$ cat src/rtl/addsub_result_fifo.sv
// addsub_result_fifo: captures add/sub results into a FIFO drained by a
// register-mapped bus slave, with a programmable fill-level interrupt.
module addsub_result_fifo #(
    parameter int BITS   = 32,
    parameter int DEPTH  = 8,
    parameter int ADDR_W = 3,
    parameter int THRESH = 4
) (
    input  logic            clk,
    input  logic            reset,
    input  logic            res_valid,
    input  logic [BITS-1:0] res_data,
    input  logic            bus_valid,
    input  logic            bus_we,
    input  logic [3:0]      bus_addr,
    input  logic [31:0]     bus_wdata,
    output logic            bus_ack,
    output logic [31:0]     bus_rdata,
    output logic            irq
);
    logic [BITS-1:0]   mem [DEPTH];
    logic [ADDR_W-1:0] rd_ptr, wr_ptr;
    logic [ADDR_W:0]   count;
    logic [7:0]        thresh;
    logic              overflow, underflow, irq_en;
    logic              acc, rd, wr, empty, full, pop, push, flush;
    logic [1:0]        reg_sel;
    logic [31:0]       status, ctrl, rd_val;
    logic              unused;

    assign unused = ^{bus_addr[1:0], bus_wdata[31:12]};

    always_comb begin
        reg_sel = bus_addr[3:2];
        acc     = bus_valid && !bus_ack;
        rd      = acc && !bus_we;
        wr      = acc && bus_we;
        empty   = count == '0;
        full    = count == (ADDR_W+1)'(DEPTH);
        flush   = wr && reg_sel == 2'd2 && bus_wdata[9];
        pop     = rd && reg_sel == 2'd0 && !empty;
        // a pop frees the slot, so a push into a full FIFO still succeeds
        push    = res_valid && (!full || pop);
        status  = {20'b0, underflow, overflow, full, empty, 8'(count)};
        ctrl    = {22'b0, irq_en, thresh};
        rd_val  = reg_sel == 2'd0 ? (empty ? 32'b0 : 32'(mem[rd_ptr])) :
                  reg_sel == 2'd1 ? status :
                  reg_sel == 2'd2 ? ctrl : 32'b0;
    end

    assign irq = irq_en && thresh != '0 && 8'(count) >= thresh;

    always_ff @(posedge clk)
        if (push && !flush) mem[wr_ptr] <= res_data;

    always_ff @(posedge clk) begin
        if (reset) begin
            bus_ack   <= 1'b0;
            bus_rdata <= '0;
            rd_ptr    <= '0;
            wr_ptr    <= '0;
            count     <= '0;
            overflow  <= 1'b0;
            underflow <= 1'b0;
            thresh    <= 8'(THRESH);
            irq_en    <= 1'b0;
        end else begin
            bus_ack <= acc;
            if (rd) bus_rdata <= rd_val;
            if (flush) begin
                rd_ptr <= '0;
                wr_ptr <= '0;
                count  <= '0;
            end else begin
                if (push) wr_ptr <= wr_ptr + 1'b1;
                if (pop) rd_ptr <= rd_ptr + 1'b1;
                count <= count + (ADDR_W+1)'(push) - (ADDR_W+1)'(pop);
            end
            if (res_valid && full && !pop && !flush) overflow <= 1'b1;
            else if (wr && reg_sel == 2'd1 && bus_wdata[10]) overflow <= 1'b0;
            if (rd && reg_sel == 2'd0 && empty) underflow <= 1'b1;
            else if (wr && reg_sel == 2'd1 && bus_wdata[11]) underflow <= 1'b0;
            if (wr && reg_sel == 2'd2) begin
                thresh <= bus_wdata[7:0];
                irq_en <= bus_wdata[8];
            end
        end
    end
endmodule
$ cat config.mk
export PLATFORM = sky130hd
export DESIGN_NAME = addsub_result_fifo
export DESIGN_NICKNAME = d
export VERILOG_FILES = /design/src/rtl/addsub_result_fifo.sv
export SDC_FILE = /design/constraint.sdc
export NUM_CORES = 1
export LEC_CHECK = 0
export ABC_AREA = 1
export CAP_MARGIN = 40
export CORE_AREA = 2 2 198 200
export DETAILED_ROUTE_END_ITERATION = 8
export DIE_AREA = 0 0 200 202
export PLACE_DENSITY = 0.54
export SETUP_SLACK_MARGIN = 0.05
export SLEW_MARGIN = 15
export SYNTH_ARGS = -nofsm -noshare
export SYNTH_HDL_FRONTEND = slang
export SYNTH_SLANG_ARGS = --single-unit
$ cat constraint.sdc
create_clock -name clk -period 3.2 [get_ports clk]
set_input_delay 0.8 -clock clk [delete_from_list [all_inputs] [get_ports clk]]
set_output_delay 0.8 -clock clk [all_outputs]
set_load 0.1 [all_outputs]
==> results.ini <==
[outcome]
outcome = finished, final reports clean

[yosys]
synthTopCellsByCount = nand2_1 (364), edfxtp_1 (256), inv_1 (218)
yosysTopAreaCellShare_pct = 57.9
synth_seq_cells = 313
yosysTopAreaCell = edfxtp_1
synthFlopType = edfxtp_1
syn_nets = 1404
yosysWarnings = 0
avgSynthCellArea_um2 = 10.1
synth-edff-count = 256
ys_async_sr_fraction_pct = 0
ys_seq_area_share_pct = 66.4
synth_area_mm2 = 0.0133
synth_cells = 1319
ys_top_cells_by_area = edfxtp_1 (58%), nand2_1 (10%), dfxtp_1 (8.6%)
synth.most_common_cell = nand2_1
ys_types = 29

[power_and_ir_drop]
leakagePower_uw = 0.00652
power_frac_seq_pct = 49.0
swShare_pct = 24.7
clkPwrFrac_pct = 40.0
p_int_uw = 7200
p_comb_share_pct = 11.0
ir_worst_vdd_v = 0.000332
power_switching_uw = 2360
power_density_mw_per_mm2 = 601

[worst_setup_path]
slowest_stage = dfxtp_1
reg2reg_slack_ps = 880
path_common_cell = nand2_1
path_class = flip-flop to primary output
critPathMaxStageDelay_ps = 330
worstPathArrival_ps = 1970
cp_max_fo = 3
path_cells = inv_1 > ha_1 > nand2_1 > o21ai_0 > nand2_1 > a21oi_2 > buf_4
start_kind = flip-flop
worstPathRequired_ps = 2400
worstSetupEndpointType = primary output

[global_route]
antenna_found_initial = 0
grt_pass1_wl_um = 49000
grt_usage_pct = 15.8
grt_max_degree = 129
first_global_vias = 8634
grt_overflow_total = 0

[clocking]
cts_sinks = 313
cts_resized = 0
cts_hold_buf = 0
cts_tree = done
post_cts_buffers = 0
clk_transition_reported_paths_ps = 60
clock_latency_ps = 520
clockRootBuffer = clkbuf_16
ctsLongestPathBuffers = 3
h-tree-depth = 2
numCtsBuffers = 35

[sta]
slew_headroom_pct = 47.4
tns_ps = 0
rsz0062_at_grt = no
fin_worst_skew_ps = 22.1
fmax_ghz = 0.361
hold_viol_final = 0
maxSlewViolCount = 0
setup_viol = 0
worstMarginPinSlew_ps = 787
setup_slack_ps = 427
min_period_over_period_pct = 86.6
min_period_ps = 2770

[finish]
areaGrowthSynthToFinish_pct = 19.7
nNetsFinal = 1493
nFillCells = 3658
drive_above_1_share_pct = 10.3
fin_area_mm2 = 0.0159
fin_cells = 1953
antenna_cells = 0

[floorplanning]
fp.dieW_um = 200
die_area_mm2 = 0.0404
std_cell_rows = 72
ios = 107
die_y_um = 202
initial_core_util_pct = 34.7
design.core.area_mm2 = 0.0383

[placed_design]
postPlaceCellArea_mm2 = 0.0148
gp_congestion = 0.757
hpwlAfterDp_um = 18300
dpl.cell_count = 1888
numPortBuffers = 84
place_ws_ps = 205

[detailed_routing]
vias = 9025
ant_nets = 0
post_drt_wl_per_cell_um = 16.2
drt_wl_total_um = 31600
drtIter0Drc = 478
drc_errors = 0
drtPass1Iterations = 8
viasPerCell = 4.62

[job]
cap_violations = 0

[min_path]
hold_class = flip-flop to flip-flop

[power by group through the flow]
| stage | registers [uW] | logic, uW | clock network (uW) |
|---|---|---|---|
| 6_report | 4690 | 1050 | 3820 |
| 5_1_grt | 4700 | 1180 | 4080 |
| 4_1_cts | 4690 | 1070 | 3930 |
| 2_1_floorplan | 4890 | 555 | 0 |
| 3_5_place_dp | 4770 | 1060 | 0 |
| 3_3_place_gp | 4770 | 1050 | 0 |
[registers in the layout (all words and copies together) (netlist names), named ones only]
name,cells
mem,256
underflow,1
wr_ptr,3
thresh,8
overflow,1
rd_ptr,3
count,4
bus_ack,1
irq_en,1
bus_rdata,32
[worst paths after layout]
kind / endpoint / cells after the start / startpoint
min: bus_rdata[27]$_SDFFE_PP0P_ / 2 / bus_rdata[27]$_SDFFE_PP0P_
max reg2reg: count[2]$_SDFF_PP0_ / 14 / count[2]$_SDFF_PP0_
min reg2reg: bus_rdata[27]$_SDFFE_PP0P_ / 2 / bus_rdata[27]$_SDFFE_PP0P_
max: irq / 7 / thresh[3]$_SDFFE_PP0P_
[placed cells by master, fill, tap and decap left out, drive strengths merged, types with 3 or more instances in the layout]
cell	n
clkdlybuf4s50	50
dfxtp	57
buf	64
clkbuf	48
nand2	371
nor2	35
inv	225
clkinv	14
o21ai	28
edfxtp	256
ha	11
a21oi	58
nand3	207
xor2	3
[per-stage QoR]
stage / total power [uW] / util (%) / hold slack (ps)
detailed placement: 5840 / 38.6 / 456
finish: 9550 / 41.5 / 465
CTS: 9690 / 41.5 / 469
global placement: 5820 / 38.5 / 452
floorplan: 5440 / - / 433
global route: 9960 / 41.5 / 484
[layer usage]
| layer | track usage [%] | wire [um] | share of wire, % | vias to the layer above |
|---|---|---|---|---|
| met4 | 4.42 | 616 | 2.0 | 0 |
| met3 | 2.17 | 1460 | 4.6 | 46 |
| met2 | 26.1 | 15200 | 48 | 215 |
| li1 | - | - | - | 4466 |
| met1 | 21.7 | 14300 | 45 | 4298 |
| met5 | 0 | 0 | 0 | - |
[cell families (layout without fill, tap and decap cells)]
| group | count (synthesis) | count (layout) | synth area share [%] |
|---|---|---|---|
| AO/OA/AOI/OAI | 86 | 86 | 3.24 |
| XOR/XNOR | 3 | 3 | 0.198 |
| adder cells (fa/ha/maj) | 12 | 12 | 1.19 |
| buffers and inverters | 287 | 403 | 8.81 |
| flip-flops | 313 | 313 | 66.4 |
| AND/OR/NAND/NOR | 618 | 618 | 20.1 |
[critical path: cells and delay by family (launching register included)]
| kind | cells | cell delay [ps] |
|---|---|---|
| AO/OA/AOI/OAI | 2 | 310 |
| adder cells (fa/ha/maj) | 1 | 300 |
| buffers and inverters | 2 | 380 |
| flip-flops | 1 | 330 |
| AND/OR/NAND/NOR | 2 | 160 |
[final cells by class]
cell class	instances	area [um^2]	area share, %
clock buffer	48	987	6.21
clock inverter	16	116	0.731
inverter	225	851	5.35
multi-input combinational	719	3350	21.1
sequential	313	8830	55.5
tap	518	648	4.07
timing repair buffer	114	1120	7.05
Power figures use the tool's default switching activity.
